### src/rtl/mem_stage_pkg.sv
// Shared types and constants for the MEM-stage data-memory front end.
package mem_stage_pkg;

   typedef enum logic [1:0] {
      IDLE   = 2'd0,
      ACCESS = 2'd1,
      DONE   = 2'd2
   } memState_t;

   localparam int          DEFAULT_TIMEOUT_CYCLES = 15;
   localparam logic [31:0] TIMEOUT_READ_VALUE     = 32'h0;
   localparam logic [1:0]  ALIGN_MASK             = 2'b11;

   function automatic logic isAligned(input logic [1:0] addrLsb);
      return (addrLsb & ALIGN_MASK) == 2'b00;
   endfunction

endpackage

### src/rtl/access_timeout_counter.sv
// Counts ACCESS cycles spent waiting for busAck; terminal is high in the last cycle
// allowed before abort. Sized so the count stops one short of wrapping.
module access_timeout_counter #(
   parameter int TIMEOUT_CYCLES = 15
) (
   input  logic clk,
   input  logic reset,
   input  logic clear,
   input  logic enable,
   output logic terminal
);

   localparam int CW = $clog2(TIMEOUT_CYCLES + 1);

   logic [CW-1:0] count;

   always_ff @(posedge clk) begin
      if (reset || clear) begin
         count <= '0;
      end else if (enable) begin
         count <= count + CW'(1);
      end
   end

   assign terminal = (count == CW'(TIMEOUT_CYCLES - 1));

endmodule

### src/rtl/mem_stage_controller.sv
// Turns single-cycle MemRead/MemWrite into a req/ack bus access, stalling the pipeline
// from request detect until completion; a DONE cycle lets MEM/WB capture readData.
module mem_stage_controller
   import mem_stage_pkg::*;
#(
   parameter int ADDR_WIDTH     = 32,
   parameter int DATA_WIDTH     = 32,
   parameter int TIMEOUT_CYCLES = DEFAULT_TIMEOUT_CYCLES
) (
   input  logic                  clk,
   input  logic                  reset,
   input  logic                  memRead,
   input  logic                  memWrite,
   input  logic [ADDR_WIDTH-1:0] address,
   input  logic [DATA_WIDTH-1:0] writeData,
   output logic [DATA_WIDTH-1:0] readData,
   output logic                  stallMem,
   output logic                  busReq,
   output logic                  busWe,
   output logic [ADDR_WIDTH-1:0] busAddr,
   output logic [DATA_WIDTH-1:0] busWData,
   input  logic                  busAck,
   input  logic [DATA_WIDTH-1:0] busRData,
   output logic                  misalignedFault,
   output logic                  timeoutFault
);

   memState_t state, nextState;

   logic access, aligned;
   logic launch, complete, abortNow, setMisaligned;
   logic counterClear, counterEn, counterTerminal;

   assign access  = memRead | memWrite;
   assign aligned = isAligned(address[1:0]);

   access_timeout_counter #(
      .TIMEOUT_CYCLES(TIMEOUT_CYCLES)
   ) uTimeout (
      .clk     (clk),
      .reset   (reset),
      .clear   (counterClear),
      .enable  (counterEn),
      .terminal(counterTerminal)
   );

   always_ff @(posedge clk) begin
      if (reset) begin
         state <= IDLE;
      end else begin
         state <= nextState;
      end
   end

   always_comb begin
      nextState     = state;
      launch        = 1'b0;
      complete      = 1'b0;
      abortNow      = 1'b0;
      setMisaligned = 1'b0;
      counterClear  = 1'b0;
      counterEn     = 1'b0;
      stallMem      = 1'b0;
      case (state)
         IDLE: begin
            if (access && aligned) begin
               launch       = 1'b1;
               counterClear = 1'b1;
               stallMem     = 1'b1;
               nextState    = ACCESS;
            end else if (access) begin
               setMisaligned = 1'b1;
            end
         end
         ACCESS: begin
            stallMem = 1'b1;
            // An ack in the terminal cycle still completes normally.
            if (busAck) begin
               complete  = 1'b1;
               nextState = DONE;
            end else if (counterTerminal) begin
               abortNow  = 1'b1;
               nextState = DONE;
            end else begin
               counterEn = 1'b1;
            end
         end
         DONE:    nextState = IDLE;
         default: nextState = IDLE;
      endcase
   end

   assign busReq = (state == ACCESS);

   always_ff @(posedge clk) begin
      if (reset) begin
         readData        <= '0;
         busWe           <= 1'b0;
         busAddr         <= '0;
         busWData        <= '0;
         misalignedFault <= 1'b0;
         timeoutFault    <= 1'b0;
      end else begin
         if (launch) begin
            busAddr  <= {address[ADDR_WIDTH-1:2], 2'b00};
            busWData <= writeData;
            busWe    <= memWrite;
         end
         if (setMisaligned) begin
            misalignedFault <= 1'b1;
         end
         if (complete && !busWe) begin
            readData <= busRData;
         end
         if (abortNow) begin
            timeoutFault <= 1'b1;
            if (!busWe) begin
               readData <= DATA_WIDTH'(TIMEOUT_READ_VALUE);
            end
         end
      end
   end

endmodule

### config.mk
export PLATFORM = sky130hd
export DESIGN_NAME = mem_stage_controller
export DESIGN_NICKNAME = d
export VERILOG_FILES = /design/src/rtl/mem_stage_pkg.sv /design/src/rtl/access_timeout_counter.sv /design/src/rtl/mem_stage_controller.sv
export SDC_FILE = /design/constraint.sdc
export NUM_CORES = 1
export LEC_CHECK = 0
export CORE_ASPECT_RATIO = 1.25
export CORE_MARGIN = 8
export CORE_UTILIZATION = 44
export CTS_BUF_LIST = sky130_fd_sc_hd__clkbuf_16
export CTS_CLUSTER_DIAMETER = 200
export DETAILED_ROUTE_END_ITERATION = 10
export GPL_ROUTABILITY_DRIVEN = 0
export PLACE_DENSITY = 0.86
export SLEW_MARGIN = 10
export SYNTH_ARGS = -nofsm -noshare
export SYNTH_HDL_FRONTEND = slang
export SYNTH_HIERARCHICAL = 1
export SYNTH_SLANG_ARGS = --single-unit
### constraint.sdc
create_clock -name clk -period 5.1 [get_ports clk]
set_input_delay 0.51 -clock clk [delete_from_list [all_inputs] [get_ports clk]]
set_output_delay 0.51 -clock clk [all_outputs]
set_load 0.03 [all_outputs]
Word level (Yosys, flattened, before mapping). Index checks and enable logic that the tools add are counted.

Register bits: 103. Output and inout port bits: 101.

Add/sub/neg operators: 1. Equality and inequality tests: 4. Muxes and demuxes: 21. Bitwise gates (word level): 1. Reduce and logical (&&, ||, !) cells: 7.

Operators with widths (number): 32-bit 2-to-1 mux (3); 1-bit 2-to-1 mux (13); 2-bit 2-to-1 mux (3); 4-bit by 1-bit adder with 4-bit output (second input constant) (1); 4-bit == test (second input constant) (1); 2-bit logical NOT (2); 2-bit case mux with 2 select lines (1); 3-bit by 1-bit inequality test with 1-bit output (second input constant) (1); 2-bit by 1-bit == test with 1-bit output (second input constant) (1); 1-bit logical AND (2); 2-bit inequality test (second input constant) (1); 1-bit case mux with 2 select lines (1); 2-bit AND reduction (1); 1-bit logical NOT (1); 1-bit logical OR (1); 1-bit OR (1).

Depth between registers and ports, before layout.
Depth after elaboration: 6. Mapped depth: 7. Gate-level depth less buffers: 7.

Modules after synthesis. The synthesis kept the hierarchy.

Modules (own cells, without submodules): mem_stage_controller (times used 1, cells an instance 420, area each 4091.4 um^2); access_timeout_counter (times used 1, cells an instance 20, area each 197.7 um^2).

Worst setup path after synthesis. No wires, ideal clock.

Kind: register to register. Start point: register uTimeout.count[0]. End point: register uTimeout.count[3]. Setup time: 123 ps. Arrival: 1730 ps. Required time: 4977 ps. Slack: 3247 ps. Cell stages (with the launch flop): 8. Clock period less this slack: 1853 ps. Path through: dfxtp_1 inv_1 ha_1 and3_1 or2_1 nor2_1 nand4_1 mux2_1.

Word-level cells in the longest chain between the ends: 4. Elaborated cells between the ends (all ways): 5.

RTL lines: start: declaration (RTL line access_timeout_counter.sv:15) `logic [CW-1:0] count;`; start signal: assignment (RTL line access_timeout_counter.sv:21) `count <= count + CW'(1);`; 4-bit == test (RTL line access_timeout_counter.sv:25) `assign terminal = (count == CW'(TIMEOUT_CYCLES - 1));`; net counterTerminal (RTL line mem_stage_controller.sv:32) `logic counterClear, counterEn, counterTerminal;`; 1-bit 2-to-1 mux (RTL line mem_stage_controller.sv:81) `end else if (counterTerminal) begin`; 1-bit 2-to-1 mux (RTL line mem_stage_controller.sv:78) `if (busAck) begin`; 1-bit 2-to-1 mux (RTL line mem_stage_controller.sv:64) `case (state)`; net counterEn (RTL line mem_stage_controller.sv:32).

The timed path passes the listed nets, and every way through them passes these cells. A chain may end at the register's enable or synchronous reset.

Final worst setup path.
Start point: input address[1]. End point: output stallMem.

Word-level cells in the longest chain between the ends: 4.

RTL lines: start: declaration (RTL line mem_stage_controller.sv:14) `input logic [ADDR_WIDTH-1:0] address,`; 2-bit logical NOT (RTL line mem_stage_pkg.sv:15) `return (addrLsb & ALIGN_MASK) == 2'b00;`; 1-bit logical AND (RTL line mem_stage_controller.sv:66) `if (access && aligned) begin`; 1-bit 2-to-1 mux (RTL line mem_stage_controller.sv:66); 1-bit case mux with 2 select lines (RTL line mem_stage_controller.sv:64); end: declaration (RTL line mem_stage_controller.sv:17) `output logic stallMem,`.

No other way between the ends.

==> impl_metrics.yaml <==
power_and_ir_drop:
  p_sw_frac: 0.2506
  pwr-share-comb: 0.177
  power_density_nw_per_um2: 269.8
  power_mw: 1.767
  ir_drop_mv: 0.1568
  clkPwrFrac: 0.340
  p_int_mw: 1.324
  p_leak_nw: 2.364
  seq_power_share: 0.483
  p_switching_mw: 0.4428
clock_tree:
  post_cts_resized: 0
  cts.clk_slew.worst_paths_ns: 0.06
  hold_buffers: 0
  htreeDepth: 3
  cts_buffer_depth: 2
  postCtsSetupBuffers: 0
  clockRootBuffer: "clkbuf_16"
  worstSkewPairLatency_ns: 0.33
  cts_buffers: 9
  cts_tree: "yes"
  cts_sinks: 103
logic_synthesis:
  synth_area_leaders: "dfxtp_1, nand2b_1, mux2i_1"
  synth_seq_cells: 103
  ys_warn_count: 6
  ys_seq_area_frac: 0.4807
  synth_flop_cell: "dfxtp_1"
  synth_top_area_cell: "dfxtp_1"
  synth_cell_types: 35
  syn_area_per_cell_um2: 9.748
  synth_async_sr_flop_share: 0
  syn_inst: 440
  synth_edf_count: 0
  netlist.area_leader.share: 0.4807
  synth_area_um2: 4289
final_layout:
  drive_gt1_frac: 0.03185
  final_cell_mix: "clkdlybuf4s50_1, nand2b_1, dfxtp_1"
  regArea_um2: 2062
  post-route-util: 0.6852
  finish.instance_area_um2: 6550
  antenna_cells: 0
  nNetsFinal: 726
  syn_to_final_growth_pct: 52.71
  multi_input_area_um2: 2053
  final.fill_count: 721
  layout_commonest_cell: "clkdlybuf4s50_1"
sta:
  clock_skew_ns: 0.008745
  fmax_ghz: 0.3960
  finalHoldViolCount: 0
  period_share: 0.4952
  timing.final.crit_period_ns: 2.525
  relSlewSlack: 0.4103
  setup_viol: 0
  rsz0062_at_grt: "false"
  drv_slew: 0
  finalSetupTns_ns: 0
  worst_pin_slew_ns: 0.8795
placement:
  place.detailed.hpwl_um: 9079
  portBuffers: 199
  dpl-instance-area_um2: 6290
critical_path:
  cp-start-kind: "input port"
  cp.arrival_ns: 2.02
  max_stage_delay_ns: 0.68
  reg2reg_to: "busWData[31]"
  crit_fanout: 3
  worst-r2r-setup-slack_ns: 2.96
  crit_family: "buffers and inverters"
  cp.required_ns: 4.59
  worst_setup_path_end_kind: "output port"
  worstPathCellList: "clkdlybuf4s50_1 -> nor2_1 -> a21oi_1 -> nor2_1 -> clkdlybuf4s50_1"
  path_buf_inv: 2
  path_class: "input port to output port"
  critPathSlowestCell: "clkdlybuf4s50_1"
  r2r_start: "state[1]"
  rr_worst_depth: 4
global_route:
  grt_pass1_wl_um: 18910
  antenna_found_initial: 0
  grt_pass1_vias: 3835
  grt_max_degree: 62
  grtUsageTotal: 0.1734
  grt.overflow.total: 0
floorplan:
  die_h_um: 126.4
  rows: 40
  die_w_um: 104.3
  die_area_um2: 13180
  initial_core_util: 0.4487
  io_pins: 202
  core-area_um2: 9559
status:
  status: "finished clean"
drt:
  avgViaCountPerCell: 4.826
  wl_per_cell_um: 15.70
  drt_iter0_drc: 157
  first_pass_iters: 4
  route.detailed.drc: 0
  wl_um: 11840
  ant_nets: 0
  vias: 3639
job:
  drv_cap: 0
worst_hold_path:
  min_from: "readData[7]"
  hold_path_end: "readData[7]"
  min_path_cells: 2
  hp-class: "register to register"
[through the flow]
| stage | hold WS (ns) | setup WS (ns) | cells |
|---|---|---|---|
| 6_report | 0.4558 | 2.575 | 754 |
| 5_1_grt | 0.4865 | 2.474 | 754 |
| 4_1_cts | 0.4573 | 2.578 | 754 |
| 3_5_place_dp | 0.4481 | 2.405 | 738 |
| 3_3_place_gp | 0.4438 | 2.506 | 738 |
| 2_1_floorplan | 0.4874 | 3.247 | 441 |
[worst max path at each step]
stage | startpoint | endpoint | depth (start not counted)
4_1_cts | address[1] | stallMem | 5
6_report | address[1] | stallMem | 5
2_1_floorplan | uTimeout/count[0] | uTimeout/count[3] | 7
3_3_place_gp | address[1] | busWData[1] | 5
3_5_place_dp | address[1] | busWData[3] | 5
5_1_grt | address[1] | stallMem | 5
[area by class of cell]
type                            count  share of cell area
Multi-Input combinational cell    305              0.3135
Clock buffer                        9             0.03438
Clock inverter                      7            0.005349
Inverter                            2            0.001146
Timing Repair Buffer              202              0.3068
Tap cell                          126             0.02407
Sequential cell                   103              0.3148
[registers in the layout, summed over array words and instances, names as in the netlist, named ones only]
signal	count
busWData	32
busAddr	30
readData	22
uTimeout/count	4
state	2
busWe	1
misalignedFault	1
timeoutFault	1
[Yosys cell counts, drive strengths merged, types with 2 or more instances]
library cell	number
nand2b	126
nor2	9
and3	2
dfxtp	103
inv	2
a22o	10
nand2	44
ha	2
mux2i	62
buf	14
a21oi	26
nor3b	3
or2	4
clkbuf	17
[worst register-to-register path: cells and delay by family (launching register included)]
family,cells,cell delay [ns]
and+or+nand+nor,2,0.85
buffers and inverters,1,0.58
muxes,1,0.27
DFF,1,0.37
[power groups by stage]
stage	logic, mW	clock network [mW]	registers [mW]
4_1_cts	0.316	0.618	0.853
2_1_floorplan	0.103	0	0.927
3_3_place_gp	0.309	0	0.870
5_1_grt	0.332	0.653	0.857
3_5_place_dp	0.314	0	0.871
6_report	0.312	0.601	0.853
[layer usage]
layer / global-route usage / share of wire
met5: 0 / 0
met4: 0.05892 / 0.017
met3: 0.08105 / 0.096
met2: 0.2984 / 0.49
met1: 0.1819 / 0.40
[logic make-up (layout without fill, tap and decap cells)]
logic type / Yosys count / in the layout / share of synthesized area
and+or+nand+nor: 195 / 195 / 0.2582
muxes: 63 / 63 / 0.1473
other: 1 / 2 / 0.0008743
AOI/OAI and AO/OA: 42 / 42 / 0.06243
buffers and inverters: 33 / 220 / 0.04259
DFF: 103 / 103 / 0.4807
adders and majority gates: 2 / 2 / 0.005833
xor gates and xnor gates: 1 / 1 / 0.002042
(Power assumes the default switching activity.)
